==> config.mk <==
export PLATFORM = sky130hd
export DESIGN_NAME = vga_timing_gen_flat
export DESIGN_NICKNAME = d
export VERILOG_FILES = /design/src/rtl/vga_timing_pkg.sv /design/src/rtl/vga_timing_gen_if.sv /design/src/rtl/vga_axis_counter.sv /design/src/rtl/vga_timing_gen.sv /design/src/flat_wrapper.sv
export SDC_FILE = /design/constraint.sdc
export NUM_CORES = 1
export LEC_CHECK = 0
export CAP_MARGIN = 40
export CORE_ASPECT_RATIO = 0.75
export CORE_UTILIZATION = 38
export CTS_CLUSTER_DIAMETER = 30
export DETAILED_ROUTE_END_ITERATION = 16
export PLACE_DENSITY = 0.68
export SLEW_MARGIN = 20
export SYNTH_ARGS = -nofsm -noshare
export SYNTH_HDL_FRONTEND = slang
export SYNTH_SLANG_ARGS = --single-unit
==> constraint.sdc <==
create_clock -name clk -period 2 [get_ports clk]
set_clock_uncertainty 0.2 [all_clocks]
set_input_delay 0.6 -clock clk [delete_from_list [all_inputs] [get_ports clk]]
set_output_delay 0.6 -clock clk [all_outputs]
set_load 0.01 [all_outputs]
==> src/rtl/vga_timing_pkg.sv <==
// -----------------------------------------------------------------------------
// vga_timing_pkg
// Shared timing constants for the 640x480@60 video path. The timing generator,
// the audio block and the render blocks all import this package, so the
// default mode is defined in exactly one place.
//
// Contents:
//   POS_W / FRAME_CNT_W       : widths of the position and frame counters
//   MAX_TOTAL                 : largest legal H_TOTAL / V_TOTAL (10-bit counters)
//   DEF_H_* / DEF_V_*         : default 640x480@60 porch/sync/active values
//   H_TOTAL / V_TOTAL         : derived default line and frame lengths
//   axis_total()              : sums the four segments of one axis
// -----------------------------------------------------------------------------
package vga_timing_pkg;

    localparam int POS_W       = 10;
    localparam int FRAME_CNT_W = 16;
    localparam int MAX_TOTAL   = 1 << POS_W;

    typedef logic [POS_W-1:0]       pos_t;
    typedef logic [FRAME_CNT_W-1:0] frame_cnt_t;

    localparam int DEF_H_ACTIVE = 640;
    localparam int DEF_H_FRONT  = 16;
    localparam int DEF_H_SYNC   = 96;
    localparam int DEF_H_BACK   = 48;

    localparam int DEF_V_ACTIVE = 480;
    localparam int DEF_V_FRONT  = 10;
    localparam int DEF_V_SYNC   = 2;
    localparam int DEF_V_BACK   = 33;

    function automatic int axis_total(input int active, input int front,
                                      input int sync, input int back);
        return active + front + sync + back;
    endfunction

    localparam int H_TOTAL = axis_total(DEF_H_ACTIVE, DEF_H_FRONT, DEF_H_SYNC, DEF_H_BACK);
    localparam int V_TOTAL = axis_total(DEF_V_ACTIVE, DEF_V_FRONT, DEF_V_SYNC, DEF_V_BACK);

endpackage

==> src/rtl/vga_timing_gen_if.sv <==
// -----------------------------------------------------------------------------
// vga_timing_gen_if
// Bundle of the timing outputs produced by vga_timing_gen.
//
// Signals:
//   hpos, vpos    : current pixel column / line
//   hsync, vsync  : active-low sync pulses
//   display_on    : pixel is inside the visible area
//   line_start    : one-clock pulse at hpos==0
//   frame_start   : one-clock pulse at (0,0)
//   vblank_tick   : one-clock pulse at (0,V_ACTIVE)
//   frame_cnt     : frame counter (zero unless VGA_FRAME_CNT_EN is defined)
// Modports:
//   master : the timing generator (drives everything)
//   slave  : consumers (render, audio, testbench)
// -----------------------------------------------------------------------------
interface vga_timing_gen_if;
    import vga_timing_pkg::*;

    pos_t       hpos;
    pos_t       vpos;
    logic       hsync;
    logic       vsync;
    logic       display_on;
    logic       line_start;
    logic       frame_start;
    logic       vblank_tick;
    frame_cnt_t frame_cnt;

    modport master (
        output hpos, vpos, hsync, vsync, display_on,
               line_start, frame_start, vblank_tick, frame_cnt
    );

    modport slave (
        input  hpos, vpos, hsync, vsync, display_on,
               line_start, frame_start, vblank_tick, frame_cnt
    );

endinterface

==> src/rtl/vga_axis_counter.sv <==
// -----------------------------------------------------------------------------
// vga_axis_counter
// One axis of the raster: a wrap counter 0..TOTAL-1 plus decode of the sync
// window and active region. Used once for the horizontal axis (en tied high)
// and once for the vertical axis (en = horizontal wrap carry).
//
// Ports:
//   clk, rst_n   : pixel clock, asynchronous active-low reset
//   en           : advance the counter this clock
//   pos          : registered position
//   pos_next     : position after this clock edge (combinational)
//   wrap         : carry out, high when the counter goes TOTAL-1 -> 0 this clock
//   sync_n       : registered active-low sync, decoded from pos_next so it is
//                  aligned with pos
//   active_next  : pos_next lies inside the active region (combinational)
//
// Reset parks the counter on TOTAL-1 so the first edge after release wraps to
// 0 and raises the carry, which is what makes the first visible state (0,0).
// -----------------------------------------------------------------------------
module vga_axis_counter
    import vga_timing_pkg::*;
#(
    parameter int ACTIVE = DEF_H_ACTIVE,
    parameter int FRONT  = DEF_H_FRONT,
    parameter int SYNC   = DEF_H_SYNC,
    parameter int BACK   = DEF_H_BACK
) (
    input  logic clk,
    input  logic rst_n,
    input  logic en,
    output pos_t pos,
    output pos_t pos_next,
    output logic wrap,
    output logic sync_n,
    output logic active_next
);

    localparam int   TOTAL      = axis_total(ACTIVE, FRONT, SYNC, BACK);
    localparam pos_t LAST       = pos_t'(TOTAL - 1);
    localparam pos_t ACTIVE_LIM = pos_t'(ACTIVE);
    localparam pos_t SYNC_FIRST = pos_t'(ACTIVE + FRONT);
    localparam pos_t SYNC_LAST  = pos_t'(ACTIVE + FRONT + SYNC - 1);

    pos_t pos_reg;
    logic sync_n_reg;
    logic sync_n_next;

    always_comb begin
        wrap        = en && (pos_reg == LAST);
        pos_next    = pos_reg;
        if (en) begin
            pos_next = wrap ? '0 : pos_reg + 1'b1;
        end
        sync_n_next = !((pos_next >= SYNC_FIRST) && (pos_next <= SYNC_LAST));
        active_next = (pos_next < ACTIVE_LIM);
    end

    always_ff @(posedge clk or negedge rst_n) begin
        if (!rst_n) begin
            pos_reg    <= LAST;
            sync_n_reg <= 1'b1;
        end else begin
            pos_reg    <= pos_next;
            sync_n_reg <= sync_n_next;
        end
    end

    assign pos    = pos_reg;
    assign sync_n = sync_n_reg;

endmodule

==> src/rtl/vga_timing_gen.sv <==
// -----------------------------------------------------------------------------
// vga_timing_gen
// Raster timing generator (640x480@60 by default). Every output is a flop
// loaded from the next-state counter values, so sync, blanking and pulse
// outputs line up with hpos/vpos on the same clock and never glitch.
//
// Ports:
//   clk   : pixel clock (25.175 MHz nominal)
//   rst_n : asynchronous active-low reset; holds hpos=H_TOTAL-1,
//           vpos=V_TOTAL-1, syncs high, display_on and pulses low
//   vga   : vga_timing_gen_if.master carrying all timing outputs
//
// Optional feature: define VGA_FRAME_CNT_EN to build the 16-bit frame counter.
// Without it frame_cnt is a constant 0 and no counter flops exist.
// -----------------------------------------------------------------------------
module vga_timing_gen
    import vga_timing_pkg::*;
#(
    parameter int H_ACTIVE = DEF_H_ACTIVE,
    parameter int H_FRONT  = DEF_H_FRONT,
    parameter int H_SYNC   = DEF_H_SYNC,
    parameter int H_BACK   = DEF_H_BACK,
    parameter int V_ACTIVE = DEF_V_ACTIVE,
    parameter int V_FRONT  = DEF_V_FRONT,
    parameter int V_SYNC   = DEF_V_SYNC,
    parameter int V_BACK   = DEF_V_BACK
) (
    input  logic               clk,
    input  logic               rst_n,
    vga_timing_gen_if.master   vga
);

    localparam int   H_TOTAL_CFG = axis_total(H_ACTIVE, H_FRONT, H_SYNC, H_BACK);
    localparam int   V_TOTAL_CFG = axis_total(V_ACTIVE, V_FRONT, V_SYNC, V_BACK);
    localparam pos_t VBLANK_LINE = pos_t'(V_ACTIVE);

    // The position counters are POS_W bits wide; refuse any mode that would
    // not fit rather than silently wrapping early.
    if (H_TOTAL_CFG > MAX_TOTAL) begin : g_h_total_too_big
        $error("vga_timing_gen: H_TOTAL exceeds 1024");
    end
    if (V_TOTAL_CFG > MAX_TOTAL) begin : g_v_total_too_big
        $error("vga_timing_gen: V_TOTAL exceeds 1024");
    end

    pos_t h_pos;
    pos_t h_pos_next;
    pos_t v_pos;
    pos_t v_pos_next;
    logic h_wrap;
    logic v_wrap;
    logic h_sync_n;
    logic v_sync_n;
    logic h_active_next;
    logic v_active_next;

    vga_axis_counter #(
        .ACTIVE (H_ACTIVE),
        .FRONT  (H_FRONT),
        .SYNC   (H_SYNC),
        .BACK   (H_BACK)
    ) u_h_axis (
        .clk         (clk),
        .rst_n       (rst_n),
        .en          (1'b1),
        .pos         (h_pos),
        .pos_next    (h_pos_next),
        .wrap        (h_wrap),
        .sync_n      (h_sync_n),
        .active_next (h_active_next)
    );

    // The vertical axis only moves on the clock the horizontal axis wraps.
    vga_axis_counter #(
        .ACTIVE (V_ACTIVE),
        .FRONT  (V_FRONT),
        .SYNC   (V_SYNC),
        .BACK   (V_BACK)
    ) u_v_axis (
        .clk         (clk),
        .rst_n       (rst_n),
        .en          (h_wrap),
        .pos         (v_pos),
        .pos_next    (v_pos_next),
        .wrap        (v_wrap),
        .sync_n      (v_sync_n),
        .active_next (v_active_next)
    );

    // Pulse decode from next-state values. h_wrap means the next hpos is 0,
    // and v_wrap (which already includes h_wrap) means the next position is
    // (0,0), so both pulses come straight from the counter carries.
    logic display_on_reg;
    logic line_start_reg;
    logic frame_start_reg;
    logic vblank_tick_reg;
    logic vblank_next;

    always_comb begin
        vblank_next = h_wrap && (v_pos_next == VBLANK_LINE);
    end

    always_ff @(posedge clk or negedge rst_n) begin
        if (!rst_n) begin
            display_on_reg  <= 1'b0;
            line_start_reg  <= 1'b0;
            frame_start_reg <= 1'b0;
            vblank_tick_reg <= 1'b0;
        end else begin
            display_on_reg  <= h_active_next && v_active_next;
            line_start_reg  <= h_wrap;
            frame_start_reg <= v_wrap;
            vblank_tick_reg <= vblank_next;
        end
    end

`ifdef VGA_FRAME_CNT_EN
    // Counts on the same edge that raises vblank_tick, so frame_cnt already
    // shows the new frame number while the tick is high.
    frame_cnt_t frame_cnt_reg;

    always_ff @(posedge clk or negedge rst_n) begin
        if (!rst_n) begin
            frame_cnt_reg <= '0;
        end else if (vblank_next) begin
            frame_cnt_reg <= frame_cnt_reg + 1'b1;
        end
    end

    assign vga.frame_cnt = frame_cnt_reg;
`else
    assign vga.frame_cnt = '0;
`endif

    assign vga.hpos        = h_pos;
    assign vga.vpos        = v_pos;
    assign vga.hsync       = h_sync_n;
    assign vga.vsync       = v_sync_n;
    assign vga.display_on  = display_on_reg;
    assign vga.line_start  = line_start_reg;
    assign vga.frame_start = frame_start_reg;
    assign vga.vblank_tick = vblank_tick_reg;

endmodule

==> src/flat_wrapper.sv <==
// flat-port wrapper written by rule: the top's interface ports become plain ports
module vga_timing_gen_flat import vga_timing_pkg::*;
#(
    parameter int H_ACTIVE = DEF_H_ACTIVE,
    parameter int H_FRONT  = DEF_H_FRONT,
    parameter int H_SYNC   = DEF_H_SYNC,
    parameter int H_BACK   = DEF_H_BACK,
    parameter int V_ACTIVE = DEF_V_ACTIVE,
    parameter int V_FRONT  = DEF_V_FRONT,
    parameter int V_SYNC   = DEF_V_SYNC,
    parameter int V_BACK   = DEF_V_BACK
)
  (clk, rst_n, vga_hpos, vga_vpos, vga_hsync, vga_vsync, vga_display_on, vga_line_start, vga_frame_start, vga_vblank_tick, vga_frame_cnt);
  vga_timing_gen_if vga_i ();
  input  logic clk;
  input  logic rst_n;
  output wire logic [$bits(vga_i.hpos)-1:0] vga_hpos;
  output wire logic [$bits(vga_i.vpos)-1:0] vga_vpos;
  output wire logic [$bits(vga_i.hsync)-1:0] vga_hsync;
  output wire logic [$bits(vga_i.vsync)-1:0] vga_vsync;
  output wire logic [$bits(vga_i.display_on)-1:0] vga_display_on;
  output wire logic [$bits(vga_i.line_start)-1:0] vga_line_start;
  output wire logic [$bits(vga_i.frame_start)-1:0] vga_frame_start;
  output wire logic [$bits(vga_i.vblank_tick)-1:0] vga_vblank_tick;
  output wire logic [$bits(vga_i.frame_cnt)-1:0] vga_frame_cnt;
  assign vga_hpos = vga_i.hpos;
  assign vga_vpos = vga_i.vpos;
  assign vga_hsync = vga_i.hsync;
  assign vga_vsync = vga_i.vsync;
  assign vga_display_on = vga_i.display_on;
  assign vga_line_start = vga_i.line_start;
  assign vga_frame_start = vga_i.frame_start;
  assign vga_vblank_tick = vga_i.vblank_tick;
  assign vga_frame_cnt = vga_i.frame_cnt;
  vga_timing_gen #(.H_ACTIVE(H_ACTIVE), .H_FRONT(H_FRONT), .H_SYNC(H_SYNC), .H_BACK(H_BACK), .V_ACTIVE(V_ACTIVE), .V_FRONT(V_FRONT), .V_SYNC(V_SYNC), .V_BACK(V_BACK)) u_core (.clk(clk), .rst_n(rst_n), .vga(vga_i));
endmodule
### Yosys cells after proc, flatten, opt, wreduce, memory -nomap -nowiden

Index checks and enable logic that the tools add are counted.

* ROM bits: 0
* logic and storage cells: 29
* memories kept: 0
* RAM bits: 0
* bits in latches: 0
* register bits: 26
* bits of input ports: 2
* output and inout port bits: 42

* magnitude comparators: 6
* $mul: 0
* reductions and logical operators: 7
* divide/modulo/power cells: 0
* bitwise gates (word level): 0
* equality and inequality tests: 3
* add/sub/neg operators: 2
* shifts and indexed selects: 0
* muxes and demuxes: 3

Operator list (number)
* 2-to-1 mux 10 bit: 3
* adder 10 x 1 -> 10 bit, second input constant: 2
* equality test 10 bit, second input constant: 2
* equality test 10 x 9 -> 1 bit, second input constant: 1
* >= comparator 10 bit, second input constant: 1
* >= comparator 10 x 9 -> 1 bit, second input constant: 1
* less-or-equal comparator 10 bit, second input constant: 1
* less-or-equal comparator 10 x 9 -> 1 bit, second input constant: 1
* less-than comparator 10 bit, second input constant: 1
* less-than comparator 10 x 9 -> 1 bit, second input constant: 1
* logical AND 1 bit: 5
* logical NOT 1 bit: 2

### Logic depth before layout (Yosys ltp)

Gate-level depths: netlist of run 1.

* word-level depth: 7
* depth in mapped cells: 8
* gate-level depth less buffers: 7

### Cells and area by module

From an unflattened synthesis of run 1, not the netlist that was laid out.

* cell total of the unflattened synthesis: 158
* area total of the unflattened synthesis: 1609.0 um2

By module, submodules not included
* vga_axis_counter at u_core.u_h_axis: area an instance 705.7 um2, instances 1, cells an instance 70, seq. area each 285.3 um2
* vga_axis_counter at u_core.u_v_axis: area an instance 633.1 um2, instances 1, cells an instance 61, seq. area each 280.3 um2
* vga_timing_gen: area an instance 270.3 um2, instances 1, cells an instance 27, seq. area each 100.1 um2

### Worst setup path after synthesis of run 1

No wires, ideal clock.

* path type: reg2reg
* start: register u_core.u_v_axis.pos_reg[0] (netlist: u_core.u_v_axis.pos[0])
* end: register u_core.display_on_reg (netlist: u_core.vga.display_on)
* period minus slack after synthesis: 2.255 ns
* path buffers: 1
* library setup time: 0.086 ns
* data arrival time: 1.969 ns
* stages on the path, launching flop included: 9
* required time: 1.714 ns
* path slack: -0.255 ns
* cell sequence: dfrtp_1 -> clkbuf_1 -> inv_1 -> ha_1 -> or4b_4 -> nor4_4 -> and2_4 -> a21oi_1 -> nor3_1

* cells in the longest elaborated chain, start to end: 6
* elaborated cells on any way between the ends: 7
* classes of those cells: add/sub: 1; order compare: 1; eq/ne: 1; mux: 2; reduce/logical: 2

Ends and longest elaborated chain
* start: declaration: line vga_axis_counter.sv:44 `pos_t pos_reg;`
* start signal: assignment: line vga_axis_counter.sv:63 `pos_reg <= pos_next;`
* equality test 10 bit: line vga_axis_counter.sv:49 `wrap = en && (pos_reg == LAST);`
* logical AND 1 bit: line vga_axis_counter.sv:49
* via u_core.u_v_axis.wrap: line vga_axis_counter.sv:33 `output logic wrap,`
* 2-to-1 mux 10 bit: line vga_axis_counter.sv:52 `pos_next = wrap ? '0 : pos_reg + 1'b1;`
* 2-to-1 mux 10 bit: line vga_axis_counter.sv:51 `if (en) begin`
* via u_core.u_v_axis.pos_next[9]: line vga_axis_counter.sv:32 `output pos_t pos_next,`
* less-than comparator 10 x 9 -> 1 bit: line vga_axis_counter.sv:55 `active_next = (pos_next < ACTIVE_LIM);`
* logical AND 1 bit: line vga_timing_gen.sv:110 `display_on_reg <= h_active_next && v_active_next;`
* end signal: assignment: line vga_timing_gen.sv:110
* end: declaration: line vga_timing_gen.sv:93 `logic display_on_reg;`

The timed path passes the listed nets, and every way through them passes these cells.

### Worst setup path in the final report of run 1

* start: register u_core.u_h_axis.pos_reg[1] (netlist: u_core.u_h_axis.pos[1])
* end: register u_core.u_v_axis.sync_n_reg (netlist: u_core.u_v_axis.sync_n)

* cells in the longest elaborated chain, start to end: 7
* elaborated cells on any way between the ends: 8
* classes of those cells: order compare: 2; eq/ne: 1; mux: 2; reduce/logical: 3

Ends and longest elaborated chain
* start: declaration: line vga_axis_counter.sv:44
* start signal: assignment: line vga_axis_counter.sv:63
* equality test 10 bit (*): line vga_axis_counter.sv:49
* logical AND 1 bit: line vga_axis_counter.sv:49
* 2-to-1 mux 10 bit: line vga_axis_counter.sv:52
* 2-to-1 mux 10 bit (*): line vga_axis_counter.sv:51
* >= comparator 10 x 9 -> 1 bit / less-or-equal comparator 10 x 9 -> 1 bit (equally long branches): line vga_axis_counter.sv:54 `sync_n_next = !((pos_next >= SYNC_FIRST) && (pos_next <= SYNC_LAST));`
* logical AND 1 bit (*): line vga_axis_counter.sv:54
* logical NOT 1 bit (*): line vga_axis_counter.sv:54
* via u_core.u_v_axis.sync_n_next: line vga_axis_counter.sv:46 `logic sync_n_next;`
* end signal: assignment: line vga_axis_counter.sv:64 `sync_n_reg <= sync_n_next;`
* end: declaration: line vga_axis_counter.sv:45 `logic sync_n_reg;`

The timed path passes the listed nets; every way through them passes the cells marked *.

==> reports/metrics.csv, run 1 <==
metric,value,unit
status,finished with violations,
failing checks,setup timing,
DRC viols,0,
Cell Rows,19,
Yosys reg bits,26,
final setup violation count,9,
crit start category,flop,
Final min period,2.168,ns
vias,1586,
Sink Count,26,
clk slew on worst S/H paths,0.09,ns
ys flop type,dfrtp_1,
die width,76.29,µm
initial antenna violation count,0,
dpl ws,-0.2033,ns
number of port buffers,27,
vias per cell,5.234,
total die area,4403,µm²
TritonCTS Buffers,3,
final core occ,68.16,%
Critical Path AT,2.13,ns
number of global-route vias before repair,1414,
Worst-Skew Late Latency,0.26,ns
hold path start,u_core.u_v_axis.pos[8],
Yosys cell types,49,
"commonest non-fill, non-tap cell in the layout",buf_4,
largest net degree at the start of global routing,27,
total wire length,4971,µm
clock buffer depth,2,
ant diodes,0,
CTS tree,yes,
top-level I/O count,44,
Power per Cell Area,329.1,nW/µm²
global-route wire length before repair,7286,µm
H-Tree Depth,1,
Iter 0 DRT Violations,142,
CP required,1.97,ns
GRT Residual Overflow,0,
register area share after synthesis,42.32,%
synthesized area per cell,9.649,µm²
Final Cycle Share,108.4,%
Initial Util,41.35,%
most frequent cells in the layout,"buf_4, conb_1, buf_6, dlygate4sd2_1, dfrtp_1",
die span in y,57.72,µm
Final GP Congestion,0.9027,
Hold EP,u_core.u_v_axis.pos[8],
core area,3804,µm²
Nets,258,
Crit path max-delay family,simple AND/OR/NAND/NOR gates,
Hold Crit Class,flop to flop,
Critical Path Fanout Max,5,
DPL Wire Length,3066,µm
setup slack after layout,-0.1681,ns
Syn. warnings,0,
worst setup path startpoint,u_core.u_h_axis.pos[1],
Worst IR Drop VDD,396.4,µV
Mapped Area,1573,µm²
FF-to-FF Start,u_core.u_h_axis.pos[1],
"antenna viol nets, final",0,
CP max-delay cell,dfstp_2,
WL/cell,16.41,µm
"Largest stage delay, worst path",0.57,ns
final hold vios,0,
Final Max Tran Viols,0,
crit-path cells,"ha_4, and4_4, nand3_4, buf_6, nor3_2, o211a_1, nand4_1",
post-synthesis async set-or-reset flop share,100.0,%
cells after synthesis,163,
crit end category,flop,
reg-to-reg setup timing slack,-0.17,ns
overall routing resource usage,21.05,%
Leak,1.295,nW
number of hold buffers added after cts,0,
reg-to-reg endpoint,u_core.u_v_axis.sync_n,
layout cells sized above 1,49.40,%
Max Freq,461.2,MHz
"EDFF count, synth",0,
total chip power,0.8532,mW
hold path depth,1,
Syn-to-layout area delta,64.84,%
RSZ-0062 raised after global routing,yes,
Worst Path Buf+Inv,1,
Pre-antenna DRT Iters,4,
clock root buffer,clkbuf_8,
Reg2Reg Depth,7,
Max-Cap Viols,0,
WS Path Type,flop to flop,
[power breakdown]
group	internal (mW)	switching [mW]	total, mW
registers	0.527	0	0.527
logic	0.00299	0.0239	0.0269
clock network	0.142	0.157	0.300
total	0.672	0.181	0.853
[worst max path at each step]
| stage | cells past startpoint | to | slack (ns) |
|---|---|---|---|
| floorplan | 8 | u_core.vga.display_on | -0.20 |
| global placement | 7 | u_core.vga.display_on | -0.23 |
| detailed placement | 7 | u_core.u_v_axis.sync_n | -0.20 |
| CTS | 8 | u_core.u_v_axis.sync_n | -0.1 |
| global route | 7 | u_core.u_v_axis.sync_n | -0.24 |
| finish | 7 | u_core.u_v_axis.sync_n | -0.17 |
[repair_timing]
item	in CTS	in global routing
setup endpoints to repair	34	21
setup buffers	18	9
pin swaps	21	14
resized for setup	61	34
[kinds of logic after synthesis]
group	after synthesis	share of synthesized area (%)
other	1	0.2384
AND/OR/NAND/NOR	64	24.50
AO/OA/AOI/OAI	29	12.57
flip-flops	26	42.32
adder cells (fa/ha/maj)	4	3.182
XOR/XNOR	11	6.126
buffers and inverters	28	11.06
[synth_stat cells (2+ instances only)]
cell type / number / area (µm²)
a21oi_1: 4 / 20.02
a41oi_1: 3 / 26.28
and2_1: 2 / 12.51
and3_1: 4 / 25.02
buf_4: 18 / 135.1
dfrtp_1: 14 / 350.3
dfstp_2: 12 / 315.3
ha_1: 4 / 50.05
inv_1: 7 / 26.28
nand2_1: 12 / 45.04
nand3_1: 9 / 45.04
nand4_1: 3 / 18.77
nor2_1: 7 / 26.28
nor3_1: 7 / 35.03
o211ai_1: 2 / 15.01
o21ai_0: 7 / 35.03
o21ai_1: 2 / 10.01
o31a_1: 2 / 17.52
or2_2: 2 / 12.51
or3_1: 4 / 25.02
xnor2_1: 4 / 35.03
xor2_1: 7 / 61.31
[layout make-up]
cell class                      count  area [µm²]
Inverter                            8       32.53
Fill cell                         265        1211
Sequential cell                    26       666.9
Timing Repair Buffer               89       754.5
Tap cell                           52       65.06
Clock buffer                        4       45.04
Multi-Input combinational cell    124        1028
[metrics by stage]
step	cell area [µm²]	TNS, ns	hold slack [ns]	instances
after floorplan	1667	-1.250	0.1044	178
after global placement	2102	-0.9778	0.3417	272
after detailed placement	2102	-1.167	0.3611	272
after CTS	2410	-0.3421	0.3285	294
after global routing	2592	-1.384	0.3480	303
final	2592	-0.6273	0.3329	303
[metal layers]
layer  GRT usage (%)  part of all wire [%]
met1           31.70                    48
met2           32.18                    45
met3           4.094                   6.7
met4           2.747                  0.97
met5               0                     0
No activity file was read; power rests on OpenSTA's default activity.
==> run 2, diff against run 1 <==
- CORE_MARGIN: not set -> 2
- CTS_BUF_LIST: not set -> sky130_fd_sc_hd__clkbuf_2
==> run 2 against run 1 <==
- the flow still finishes with violations (setup timing)
- sequential power hardly changed
- total power shrank 10%
- via count increased by 3.7%
- core utilization down 1.3 points
- critical path type unchanged
- largest cell class unchanged
==> reports/metrics.csv, run 2 (same netlist as run 1, synthesis figures left out) <==
metric,value,unit,change
"antenna viol nets, final",0,,unchanged
Sink Count,26,,unchanged
GRT Max-Usage Layer,met2,,
die width,78.29,µm,+2.6%
number of hold buffers added after cts,0,,unchanged
RSZ-0062 raised after global routing,yes,,
global-route wire length before repair,7555,µm,+3.7%
total die area,4675,µm²,+6.2%
clk slew on worst S/H paths,0.25,ns,+0.16 ns
vias per cell,5.154,,-1.5%
crit-path cells,"inv_2, ha_4, or4b_4, nor4_4, buf_6, buf_12, a2bb2oi_4, o31ai_4, nand4_1",,
TritonCTS Buffers,3,,unchanged
most frequent cells in the layout,"buf_4, buf_6, conb_1",,
core area,4004,µm²,+5.3%
ant diodes,0,,unchanged
WP depth,9,,+2
Reg2Reg Depth,9,,+2
"Largest stage delay, worst path",0.48,ns,-0.09 ns
DRC viols,0,,unchanged
Hold Crit Class,input port to asynchronous set/reset pin,,
Max-Cap Viols,0,,unchanged
final hold vios,0,,unchanged
Final GP Congestion,0.8656,,-4.1%
GRT Residual Overflow,0,,unchanged
largest net degree at the start of global routing,27,,unchanged
Leak,1.337,nW,+3.3%
vias,1644,,+3.7%
number of port buffers,27,,unchanged
Worst-Skew Late Latency,0.37,ns,+0.11 ns
Crit path max-delay family,simple AND/OR/NAND/NOR gates,,
met2 Use GR,34.11,%,+1.9 points
DPL Wire Length,2828,µm,-7.7%
Final Cycle Share,112.7,%,+4.3 points
top-level I/O count,44,,unchanged
Initial Util,39.28,%,-2.1 points
CTS tree,yes,,
crit start category,flop,,
status,finished with violations,,
Final Max Tran Viols,0,,unchanged
Worst Path Buf+Inv,3,,+2
Pre-antenna DRT Iters,4,,unchanged
Worst IR Drop VDD,269.4,µV,-32%
Nets,271,,+5.0%
final setup violation count,15,,+6
overall routing resource usage,21.34,%,+0.29 points
CP required,2.13,ns,+0.16 ns
Syn-to-layout area delta,70.25,%,
H-Tree Depth,1,,unchanged
WS Path Type,flop to flop,,
initial antenna violation count,0,,unchanged
"commonest non-fill, non-tap cell in the layout",buf_4,,
CP max-delay cell,or4b_4,,
failing checks,setup timing,,
Iter 0 DRT Violations,146,,+2.8%
Max Freq,443.5,MHz,-3.9%
total wire length,5180,µm,+4.2%
total chip power,0.7661,mW,-10%
die span in y,59.72,µm,+3.5%
crit end category,flop,,
layout cells sized above 1,56.82,%,+7.4 points
Critical Path AT,2.39,ns,+0.26 ns
WL/cell,16.24,µm,-1.0%
GR Util met1,30.05,%,-1.7 points
final core occ,66.88,%,-1.3 points
met3 Use GR,4.683,%,+0.59 points
Power per Cell Area,286.1,nW/µm²,-13%
clock root buffer,clkbuf_2,,
Critical Path Fanout Max,5,,unchanged
Layout Cells excl Fill,319,,+5.3%
Cell Rows,20,,+1
setup slack after layout,-0.2550,ns,-0.08689 ns
Final min period,2.255,ns,+0.08689 ns
placed cell count,271,,-0.37%
clock buffer depth,2,,unchanged
number of global-route vias before repair,1510,,+6.8%
## run 2: layer usage
metal,share of wire (%),vias up
li1,-,755
met1,44,803
met2,48,74
met3,5.6,12
met4,2.5,0
met5,0,-
## run 2: cell type report
cell class / count / area, µm²
clock inverter: 1 / 3.754
fill: 316 / 1326
tap: 55 / 68.82
timing repair buffer: 102 / 885.9
sequential: 26 / 665.6
clock buffer: 3 / 15.01
multi-input combinational: 124 / 1003
inverter: 8 / 35.03
## run 2: through the flow
stage	TNS, ns	instance area (µm²)	hold slack (ns)	worst slack [ns]
2_1_floorplan	-1.250	1667	0.1044	-0.2046
3_3_place_gp	-0.8102	2076	0.3475	-0.1651
3_5_place_dp	-0.8980	2076	0.3553	-0.1299
4_1_cts	-0.5380	2494	0.3543	-0.1156
5_1_grt	-2.875	2678	0.3621	-0.3057
6_report	-1.828	2678	0.3551	-0.2550
## run 2: what timing repair did
item                       CTS  global route
pin swaps                   23             9
gates resized for setup    110            48
setup endpoints to repair   39            34
setup buffers               34            15
## run 2: power by group
| part | internal [mW] | switching [mW] |
|---|---|---|
| sequential | 0.529 | 0 |
| clock | 0.0434 | 0.167 |
| combinational | 0.00299 | 0.0238 |
| total | 0.575 | 0.191 |
## run 2: final timing paths
| kind | from | to | slack, ns |
|---|---|---|---|
| max | u_core.u_v_axis.pos[0] | u_core.u_v_axis.sync_n | -0.25 |
| min | rst_n | u_core.u_v_axis.pos[7] | 0.36 |
| max reg2reg | u_core.u_v_axis.pos[0] | u_core.u_v_axis.sync_n | -0.25 |
| min reg2reg | u_core.u_v_axis.pos[6] | u_core.u_v_axis.pos[6] | 0.39 |
| max in group asynchronous | rst_n | u_core.u_v_axis.pos[9] | 0.95 |
| min in group clk | u_core.u_v_axis.pos[6] | u_core.u_v_axis.pos[6] | 0.39 |
